<file path="src/rtl/escalonador_leitura_banco.sv">
// Read-port sequencer for the register file: fetches rs, then rt when needed,
// forwarding same-cycle writes, and hands both operands to EX via valid/ready.
module escalonador_leitura_banco (
    input  logic        clock,
    input  logic        reset,
    input  logic        req_valido,
    input  logic [4:0]  req_rs,
    input  logic [4:0]  req_rt,
    input  logic        req_usa_rt,
    output logic        req_pronto,
    input  logic        descarta,
    output logic [4:0]  enderecoLeitura,
    input  logic [31:0] dadosLeitura,
    input  logic        wb_escrita,
    input  logic [4:0]  wb_endereco,
    input  logic [31:0] wb_dados,
    input  logic        link_escrita,
    input  logic [31:0] link_dados,
    output logic        op_valido,
    output logic [31:0] op_rs,
    output logic [31:0] op_rt,
    input  logic        op_pronto,
    output logic        hazard
);
    typedef enum logic [1:0] {OCIOSO, LE_RS, LE_RT, ENTREGA} estado_t;

    estado_t     estado_q, estado_d;
    logic [4:0]  rs_q, rs_d;
    logic [4:0]  rt_q, rt_d;
    logic        usa_rt_q, usa_rt_d;
    logic [31:0] op_rs_q, op_rs_d;
    logic [31:0] op_rt_q, op_rt_d;
    logic [4:0]  endereco;
    logic [31:0] valor;

    always_comb begin
        endereco = 5'd0;
        case (estado_q)
            LE_RS:   endereco = rs_q;
            LE_RT:   endereco = rt_q;
            default: endereco = 5'd0;
        endcase
    end

    // Writeback beats link on r31: the file commits the writeback last on the same edge.
    always_comb begin
        valor = dadosLeitura;
        if (endereco == 5'd0) begin
            valor = 32'd0;
        end else if (wb_escrita && (wb_endereco == endereco)) begin
            valor = wb_dados;
        end else if (link_escrita && (endereco == 5'd31)) begin
            valor = link_dados;
        end
    end

    always_comb begin
        estado_d = estado_q;
        rs_d     = rs_q;
        rt_d     = rt_q;
        usa_rt_d = usa_rt_q;
        op_rs_d  = op_rs_q;
        op_rt_d  = op_rt_q;
        if (descarta) begin
            estado_d = OCIOSO;
        end else begin
            case (estado_q)
                OCIOSO: begin
                    if (req_valido) begin
                        estado_d = LE_RS;
                        rs_d     = req_rs;
                        rt_d     = req_rt;
                        usa_rt_d = req_usa_rt;
                    end
                end
                LE_RS: begin
                    op_rs_d = valor;
                    if (usa_rt_q) begin
                        estado_d = LE_RT;
                    end else begin
                        estado_d = ENTREGA;
                        op_rt_d  = 32'd0;
                    end
                end
                LE_RT: begin
                    op_rt_d  = valor;
                    estado_d = ENTREGA;
                end
                ENTREGA: begin
                    if (op_pronto) begin
                        estado_d = OCIOSO;
                    end
                end
                default: estado_d = OCIOSO;
            endcase
        end
    end

    always_ff @(posedge clock or posedge reset) begin
        if (reset) begin
            estado_q <= OCIOSO;
            rs_q     <= 5'd0;
            rt_q     <= 5'd0;
            usa_rt_q <= 1'b0;
            op_rs_q  <= 32'd0;
            op_rt_q  <= 32'd0;
        end else begin
            estado_q <= estado_d;
            rs_q     <= rs_d;
            rt_q     <= rt_d;
            usa_rt_q <= usa_rt_d;
            op_rs_q  <= op_rs_d;
            op_rt_q  <= op_rt_d;
        end
    end

    assign enderecoLeitura = endereco;
    assign req_pronto      = (estado_q == OCIOSO) & ~descarta & ~reset;
    assign hazard          = (estado_q != OCIOSO);
    assign op_valido       = (estado_q == ENTREGA);
    assign op_rs           = op_rs_q;
    assign op_rt           = op_rt_q;
endmodule

</file>
<file path="config.mk">
export PLATFORM = sky130hd
export DESIGN_NAME = escalonador_leitura_banco
export DESIGN_NICKNAME = d
export VERILOG_FILES = /design/src/rtl/escalonador_leitura_banco.sv
export SDC_FILE = /design/constraint.sdc
export NUM_CORES = 1
export LEC_CHECK = 0
export ABC_CLOCK_PERIOD_IN_PS = 3400
export CAP_MARGIN = 10
export CORE_AREA = 4 4 86 121
export CTS_BUF_LIST = sky130_fd_sc_hd__clkbuf_4
export DETAILED_ROUTE_END_ITERATION = 10
export DIE_AREA = 0 0 90 125
export PLACE_DENSITY = 0.91
export RECOVER_POWER = 100
export SLEW_MARGIN = 15
export SYNTH_ARGS = -nofsm -noshare
export SYNTH_HDL_FRONTEND = slang
export SYNTH_SLANG_ARGS = --single-unit
</file>
<file path="constraint.sdc">
create_clock -name clock -period 3.4 [get_ports clock]
set_clock_uncertainty 0.2 [all_clocks]
set_input_delay 0.85 -clock clock [delete_from_list [all_inputs] [get_ports clock]]
set_output_delay 0.85 -clock clock [all_outputs]
set_load 0.03 [all_outputs]
</file>
==> flow_summary.ini <==
[clock_tree]
clockBufferDepth = 2
path_clk_slew_ns = 0.12
clock-root-buffer = clkbuf_4
clock-sinks = 77
numCtsBuffers = 9
cts_tree = built
cts.htree.levels = 3
insertion_delay_ns = 0.40

[timing]
rsz0062_at_grt = no
maxSlewViolCount = 0
finalHoldViolations = 0
worst_slew_margin_rel_pct = 14.1
min_period_ns = 3.22
layout_setup_ws_ns = 0.176
worst_pin_slew_ns = 1.28
min_period_over_period_pct = 94.8
fin_tns_setup_ns = 0
holdWs_ns = 0.284
max_freq_mhz = 310
setup-violations-final = 0

[floorplan]
ios = 191
core-area_mm2 = 0.00930
rows = 42
die_w_um = 90
start_util_pct = 41.4
die_height_um = 125
die_area_mm2 = 0.0113

[pwr]
total_power_mw = 4.24
ir_drop_mv = 0.381
sequentialPowerShare_pct = 34.8
p_int_mw = 2.40
power_density_mw_per_mm2 = 711
power.leakage_nw = 2.91
clockPowerShare_pct = 14.3
combPwrFrac_pct = 50.9
p_switching_mw = 1.85
switching_share_pct = 43.5

[grt]
track_usage_pct = 20.3
grt_pass1_vias = 3807
antenna_found_initial = 0
grt_max_degree = 49
grt_first_pass_wirelength_um = 18500
overflow = 0

[placed_design]
dpl_cell_area_mm2 = 0.00585
pre_cts_ws_ns = 0.148
place_congestion = 0.759
dpl.hpwl_um = 8840
placedCellCount = 648
portBuffers = 190

[worst_setup_path]
worst_setup_path_start_kind = register
ff2ff_path_depth = 9
end_kind = output pin
cp_max_fo = 12
path_class = register to output pin
required_ns = 2.35
arrival_ns = 2.17

[synth]
synthCells = 362
synth.distinct_cells = 33
yosys.area.top_type_share_pct = 50.1
yosys.cell_count.top_type = dfrtp_1
synth_area_mm2 = 0.00385
synthFlopType = dfrtp_1
synth_seq_cells = 77
yosysWarnings = 0
yosys-top-cells-count = 77 x dfrtp_1, 66 x nand2_1, 63 x o21ai_1
postSynthAreaPerCell_um2 = 10.6
ys_top_cells_by_area = dfrtp_1 50%, mux2_2 13%, mux2i_1 8.6%
synthArstFlopShare_pct = 100
yosysSeqAreaShare_pct = 50.1
synth-edff-count = 0
yosys.area.top_type = dfrtp_1
synth_nets = 487

[drt]
drtIter0Drc = 106
firstDrtPassIters = 5
via_count = 3446
ant_nets = 0
drc_errors = 0
avgRoutedWirePerCell_um = 17.2
vias_per_cell = 5.19
wirelength_um = 11400

[min_path]
holdPathStages = 2
hp-class = register to register

[status]
status = completed

[cells_and_area]
drive_above_1_share_pct = 13.4
nets = 674
synthToLayoutAreaGrowth_pct = 55.1
final_cells = 664
finalCoreUtilization_pct = 64.2
fill_cells = 763
diodes = 0
final_area_mm2 = 0.00597

[run]
drv_cap = 0
==> metal layers <==
| layer | GRT usage [%] | part of all wire, % |
|---|---|---|
| met1 | 21.6 | 37 |
| met2 | 37.4 | 54 |
| met3 | 5.53 | 6.7 |
| met4 | 8.84 | 2.6 |
| met5 | 0 | 0 |
==> layout make-up <==
cell class | instances | area, um^2 | area share (%)
clock inverter | 7 | 90.1 | 1.51
sequential | 77 | 1930 | 32.3
tap | 110 | 138 | 2.31
clock buffer | 9 | 67.6 | 1.13
multi-input combinational | 256 | 1750 | 29.4
timing repair buffer | 199 | 1970 | 33.0
inverter | 6 | 23.8 | 0.398
==> final timing paths <==
path | slack, ns | start | endpoint
min reg2reg | 0.28 | op_rs[10] | op_rs[10]
min | 0.28 | op_rs[10] | op_rs[10]
max | 0.18 | estado_q[1] | enderecoLeitura[3]
max in group asynchronous | 0.43 | reset | op_rt[9]
min in group asynchronous | 0.98 | reset | op_rt[27]
max reg2reg | 0.30 | estado_q[0] | op_rs[26]
==> worst max-delay path, stage by stage, from the launching register on <==
cell           delay (ns)
dfrtp_1              0.46
inv_1                0.13
ha_2                 0.35
a22oi_1              0.17
nor2_1               0.23
dlygate4sd2_1        0.44
==> power by group through the flow <==
stage	Combinational, mW	Sequential [mW]	Clock [mW]
2_1_floorplan	0.801	2.04	0
3_3_place_gp	2.27	1.49	0
3_5_place_dp	2.34	1.51	0
4_1_cts	2.33	1.49	0.626
5_1_grt	2.32	1.53	0.663
6_report	2.16	1.48	0.607
==> kinds of logic after synthesis <==
kind of cell    after synthesis  synth area share (%)
compound gates               78                  11.3
xor+xnor                      2                 0.455
fa+ha+maj                     6                  1.95
buf+inv                      29                  4.52
flops                        77                  50.1
mux                          76                  21.2
simple gates                 94                  10.6
==> registers in the layout, summed over array words and instances (netlist names) <==
name and count:
rs_q 5, estado_q 2, usa_rt_q 1, op_rs 32, op_rt 32, rt_q 5
==> layout by cell type, fill, tap and decap left out, types with 2 or more instances in the layout <==
| cell type | instances |
|---|---|
| a21oi_1 | 2 |
| ha_1 | 5 |
| a22oi_2 | 4 |
| dfrtp_1 | 77 |
| nand3b_1 | 2 |
| nand2_1 | 66 |
| inv_1 | 5 |
| mux2i_1 | 33 |
| clkbuf_4 | 9 |
| nand2b_1 | 4 |
| dlygate4sd2_1 | 4 |
| o21ai_0 | 65 |
| mux2_2 | 43 |
| buf_4 | 5 |
| o21ai_1 | 2 |
| nor3_1 | 4 |
| clkdlybuf4s50_1 | 116 |
| clkbuf_1 | 2 |
| bufinv_16 | 2 |
| nor2_1 | 9 |
| clkinv_2 | 2 |
| dlygate4sd3_1 | 68 |
| nand4b_1 | 2 |
==> timing repair <==
| action | 4_1_cts | 5_1_grt |
|---|---|---|
| setup buffers | 0 | 0 |
| setup endpoints to repair | 5 | 2 |
| gates resized for setup | 6 | 2 |
| hold buffers | 0 | 0 |
Note: power is estimated with default switching activity, not from simulation.
==> edit 1 (config.mk and constraints unchanged) <==
Take the reset off `rt_q` and load it in a clocked block of its own.
--- a/src/rtl/escalonador_leitura_banco.sv
+++ b/src/rtl/escalonador_leitura_banco.sv
@@ -100,18 +100,20 @@
         if (reset) begin
             estado_q <= OCIOSO;
             rs_q     <= 5'd0;
-            rt_q     <= 5'd0;
             usa_rt_q <= 1'b0;
             op_rs_q  <= 32'd0;
             op_rt_q  <= 32'd0;
         end else begin
             estado_q <= estado_d;
             rs_q     <= rs_d;
-            rt_q     <= rt_d;
             usa_rt_q <= usa_rt_d;
             op_rs_q  <= op_rs_d;
             op_rt_q  <= op_rt_d;
         end
+    end
+
+    always_ff @(posedge clock) begin
+        rt_q <= rt_d;
     end
 
     assign enderecoLeitura = endereco;
Function: same outputs for any inputs over 4 cycles, from zero or initial values and one cycle with reset high; that may be too few to reach the edited logic, so the function may still have changed.
==> edit 1 against the original RTL <==
  * The flow now finishes with violations (max-capacitance violations)
  * Area after synthesis fell by 0.65%
  * Worst setup slack worse by 0.063 ns
  * Fmax down 1.9%
  * Cell area shrank 0.57%
  * Final cell count up 0.90%
  * Sequential cell count unchanged
  * First-iteration DRC count is 32% lower
  * Hold slack improved by 0.0049 ns
  * Power increased by 5.4%
  * Routed wire length grew 2.6%
  * Highest routed layer unchanged
==> edit 1: results (changes against the original RTL) <==
wl_per_cell_microns: 17.4  # was 17.2 microns
reg2regPathDepth: 8  # was 9
synth-edff-count: 5  # was 0
yosys-top-cells-area: "dfrtp_1, mux2_2, mux2i_1"  # unchanged
drive_gt1_share_pct: 11.1  # was 13.4%
clock_sinks: 77  # unchanged
final-clk-cell-share_pct: 2.66  # was 2.64%
n_all_buffers: 197  # was 199
inverters: 7  # was 6
dp_hpwl_microns: 8780  # was 8840 microns
maxCapViolations: 1  # was 0
leakage_uw: 0.00292  # was 0.00291 uW
fin_nets: 680  # was 674
holdPathEnd: "op_rt[0]$_DFFE_PP0P_"  # was op_rs[10]$_DFFE_PP0P_
drt_iter0_markers: 72  # was 106
grt_first_pass_wirelength_microns: 18900  # was 18500 microns
root_buffer: "clkbuf_4"  # unchanged
dpl-instance-area_sq_um: 5780  # was 5850 sq um
finalNonFillerCells: 670  # was 664
nFillCells: 732  # was 763
violations: "max-capacitance violations"
r2r_slack_ns: 0.22  # was 0.30 ns
syn-num-nets: 494  # was 487
grt_pass1_vias: 3843  # was 3807
dp_cells: 654  # was 648
multi_input_area_share_pct: 28.8  # was 29.4%
max-slew-margin-rel_pct: 0.519  # was 14.1%
syn_to_final_growth_pct: 55.3  # was 55.1%
grt_max_degree: 40  # was 49
worstPathArrival_ns: 2.24  # was 2.17 ns
netlist_top_cells_count: "nand2_1, dfrtp_1, o21ai_1, mux2i_1, mux2_2"  # was dfrtp_1, nand2_1, o21ai_1, mux2_2, mux2i_1
critical_path.endpoint: "enderecoLeitura[4]"  # was enderecoLeitura[3]
dp_worst_setup_slack_ns: 0.178  # was 0.148 ns
ys_types: 35  # was 33
async_flop_share_pct: 93.5  # was 100%
seq_share_pct: 32.9  # was 32.3%
max_freq_mhz: 304  # was 310 MHz
multi_input_gates: 263  # was 256
holdWs_ns: 0.289  # was 0.284 ns
buffer_area_share_pct: 32.9  # was 33.0%
groute.usage.overall_pct: 20.8  # was 20.3%
hold_path_depth: 2  # unchanged
syn_avg_cell_area_sq_um: 10.4  # was 10.6 sq um
via_per_inst: 5.23  # was 5.19
gp_congestion: 0.825  # was 0.759
ir_worst_vdd_mv: 0.495  # was 0.381 mV
path_max_fanout: 12  # unchanged
seq_area_frac_synth_pct: 51.1  # was 50.1%
hp-start: "op_rt[0]$_DFFE_PP0P_"  # was op_rs[10]$_DFFE_PP0P_
outcome: "finished with violations"  # was finished, final reports clean
startpoint: "estado_q[0]$_DFFE_PP0P_"  # was estado_q[1]$_DFFE_PP0P_
[edit 1: cell count changes after synthesis, sizes merged]
cell    delta
nand2     +18
mux2      -11
dfrtp      -5
edfxtp     +5
nand2b     -2
or2b       +2
clkbuf     -1
inv        +1
[edit 1: per-layer routing]
metal  wire length, microns  vias up  track usage [%]  share of wire (%)
li1                       -     1647                -                  -
met1                   4370     1682             22.3                 37
met2                   6220      145             38.3                 53
met3                    698       30             4.63                6.0
met4                    401        0             10.3                3.4
met5                      0        -                0                  0
[edit 1: cell families after synthesis]
group,Yosys count,share of synthesized area [%]
and+or+nand+nor,112,12.6
AOI/OAI and AO/OA,78,11.3
DFF,77,51.1
muxes,65,18.1
buffers and inverters,29,4.55
adders and majority gates,6,1.96
xor gates and xnor gates,2,0.458
[edit 1: power breakdown]
part | internal, uW | leakage (uW) | switching, uW
Sequential | 1310 | 0.00102 | 210
Clock | 295 | 0.0000833 | 322
Combinational | 862 | 0.00181 | 1480
Total | 2460 | 0.00292 | 2010
==> edit 2 (same settings) <==
Made on the original files. Add an input register stage for `wb_endereco`, without a reset; this delays it by one clock. The other inputs are not delayed to match.
--- a/src/rtl/escalonador_leitura_banco.sv
+++ b/src/rtl/escalonador_leitura_banco.sv
@@ -24,6 +24,12 @@
 );
     typedef enum logic [1:0] {OCIOSO, LE_RS, LE_RT, ENTREGA} estado_t;
 
+    logic [4:0] wb_endereco_q;
+
+    always_ff @(posedge clock) begin
+        wb_endereco_q <= wb_endereco;
+    end
+
     estado_t     estado_q, estado_d;
     logic [4:0]  rs_q, rs_d;
     logic [4:0]  rt_q, rt_d;
@@ -47,7 +53,7 @@
         valor = dadosLeitura;
         if (endereco == 5'd0) begin
             valor = 32'd0;
-        end else if (wb_escrita && (wb_endereco == endereco)) begin
+        end else if (wb_escrita && (wb_endereco_q == endereco)) begin
             valor = wb_dados;
         end else if (link_escrita && (endereco == 5'd31)) begin
             valor = link_dados;
Behaviour: not the same (Yosys sat finds a counterexample within 4 cycles, from zero or initial values and one cycle with reset high).
==> edit 2 against the original RTL <==
  * Synthesized cell count increased by 0.55%
  * Area after synthesis increased by 6.5%
  * Highest routed layer unchanged
  * Sequential cell count increased by 5
  * Count of clock-buffer cells in the layout unchanged
  * Power increased by 11%
  * Cell area increased by 5.5%
  * Global-route usage increased by 1.8 points
  * Sequential power increased by 7%
  * Utilization increased by 3.5 points
  * Routed wire length increased by 8.4%
  * Worst setup slack got worse by 0.093 ns
  * Via count increased by 3.3%
  * The flow now finishes with violations (max-capacitance violations, max-slew violations)
  * Sequential share of layout area decreased by 0.091 points
==> edit 2: results (changes against the original RTL) <==
fin_nets: 682  # was 674
nFillCells: 734  # was 763
ir_worst_vdd_mv: 0.435  # was 0.381 mV
gp_congestion: 0.783  # was 0.759
maxCapViolations: 1  # was 0
tightest_slew_ns: 1.59  # was 1.28 ns
holdPathEnd: "op_rs[22]$_DFFE_PP0P_"  # was op_rs[10]$_DFFE_PP0P_
first_pass_iters: 4  # was 5
hp-start: "op_rs[22]$_DFFE_PP0P_"  # was op_rs[10]$_DFFE_PP0P_
grt_first_pass_wirelength_microns: 19800  # was 18500 microns
clock_latency_ns: 0.42  # was 0.40 ns
outcome: "finished with violations"  # was finished, final reports clean
critical_path.endpoint: "req_pronto"  # was enderecoLeitura[3]
finalNonFillerCells: 672  # was 664
ys_types: 38  # was 33
cts_resized: 4  # was 6
seq_area_frac_synth_pct: 49.5  # was 50.1%
netlist_top_cells_count: "dfrtp_1, nand2_1, o21ai_1, mux2i_1, mux2_4"  # was dfrtp_1, nand2_1, o21ai_1, mux2_2, mux2i_1
async_flop_share_pct: 93.9  # was 100%
startpoint: "descarta"  # was estado_q[1]$_DFFE_PP0P_
groute.usage.overall_pct: 22.2  # was 20.3%
syn_avg_cell_area_sq_um: 11.3  # was 10.6 sq um
drive_gt1_share_pct: 14.9  # was 13.4%
slew_viol_final: 38  # was 0
yosys-top-cells-area: "dfrtp_1, mux2_4, mux2i_1"  # was dfrtp_1, mux2_2, mux2i_1
violations: "max-capacitance violations, max-slew violations"
dp_worst_setup_slack_ns: 0.194  # was 0.148 ns
grt_max_degree: 38  # was 49
grt_pass1_vias: 3914  # was 3807
worstPathArrival_ns: 2.27  # was 2.17 ns
[edit 2: cell count changes in the layout (fill, tap and decap cells not counted), sizes merged, moves of 3 or more]
cell           unedited run  this run
dfxtp                     0         5
clkbuf                   11        15
dlygate4sd3              68        73
clkdlybuf4s50           116       112
dlygate4sd2               4         1
[edit 2: kinds of logic after synthesis]
logic type,synth area share [%]
XOR/XNOR,0.428
AO/OA/AOI/OAI,11.4
AND/OR/NAND/NOR,10.4
flip-flops,49.5
adder cells (fa/ha/maj),1.83
buffers and inverters,3.94
multiplexers,22.6
[edit 2: routing by layer]
metal,wire length [microns],vias up,global-route usage [%]
met5,0,-,0
met4,545,0,12.9
met3,771,41,4.39
met2,6730,155,41.2
met1,4310,1700,22.8
li1,-,1663,-
[edit 2: power by group]
group / total [uW] / switching [uW] / internal (uW)
registers: 1580 / 237 / 1350
clock network: 780 / 334 / 446
logic: 2360 / 1440 / 911
total: 4720 / 2020 / 2700
[edit 2: final cells by class]
cell class | count | area [sq um] | share of cell area [%]
clock buffers | 9 | 67.6 | 1.07
clock inverters | 7 | 141 | 2.25
inverters | 6 | 23.8 | 0.378
multi-input cells | 255 | 1930 | 30.6
flip-flops and latches | 82 | 2030 | 32.2
well taps | 110 | 138 | 2.19
repair buffers | 203 | 1970 | 31.3
[edit 2: worst max-delay path, stage by stage]
cell and delay [ns]:
dlygate4sd3_1 0.55, nor3_1 0.17, clkdlybuf4s50_1 0.69
[edit 2: through the flow]
step	util [%]	instance area, sq um	setup TNS, ns	hold WS (ns)	power, uW
6_report	67.7	6300	0	0.288	4720
5_1_grt	67.7	6300	0	0.318	4970
4_1_cts	68.0	6320	-0.267	0.303	4920
3_5_place_dp	65.7	6110	0	0.275	4140
3_3_place_gp	65.7	6110	0	0.267	4050
2_1_floorplan	-	4100	0	0.293	3030
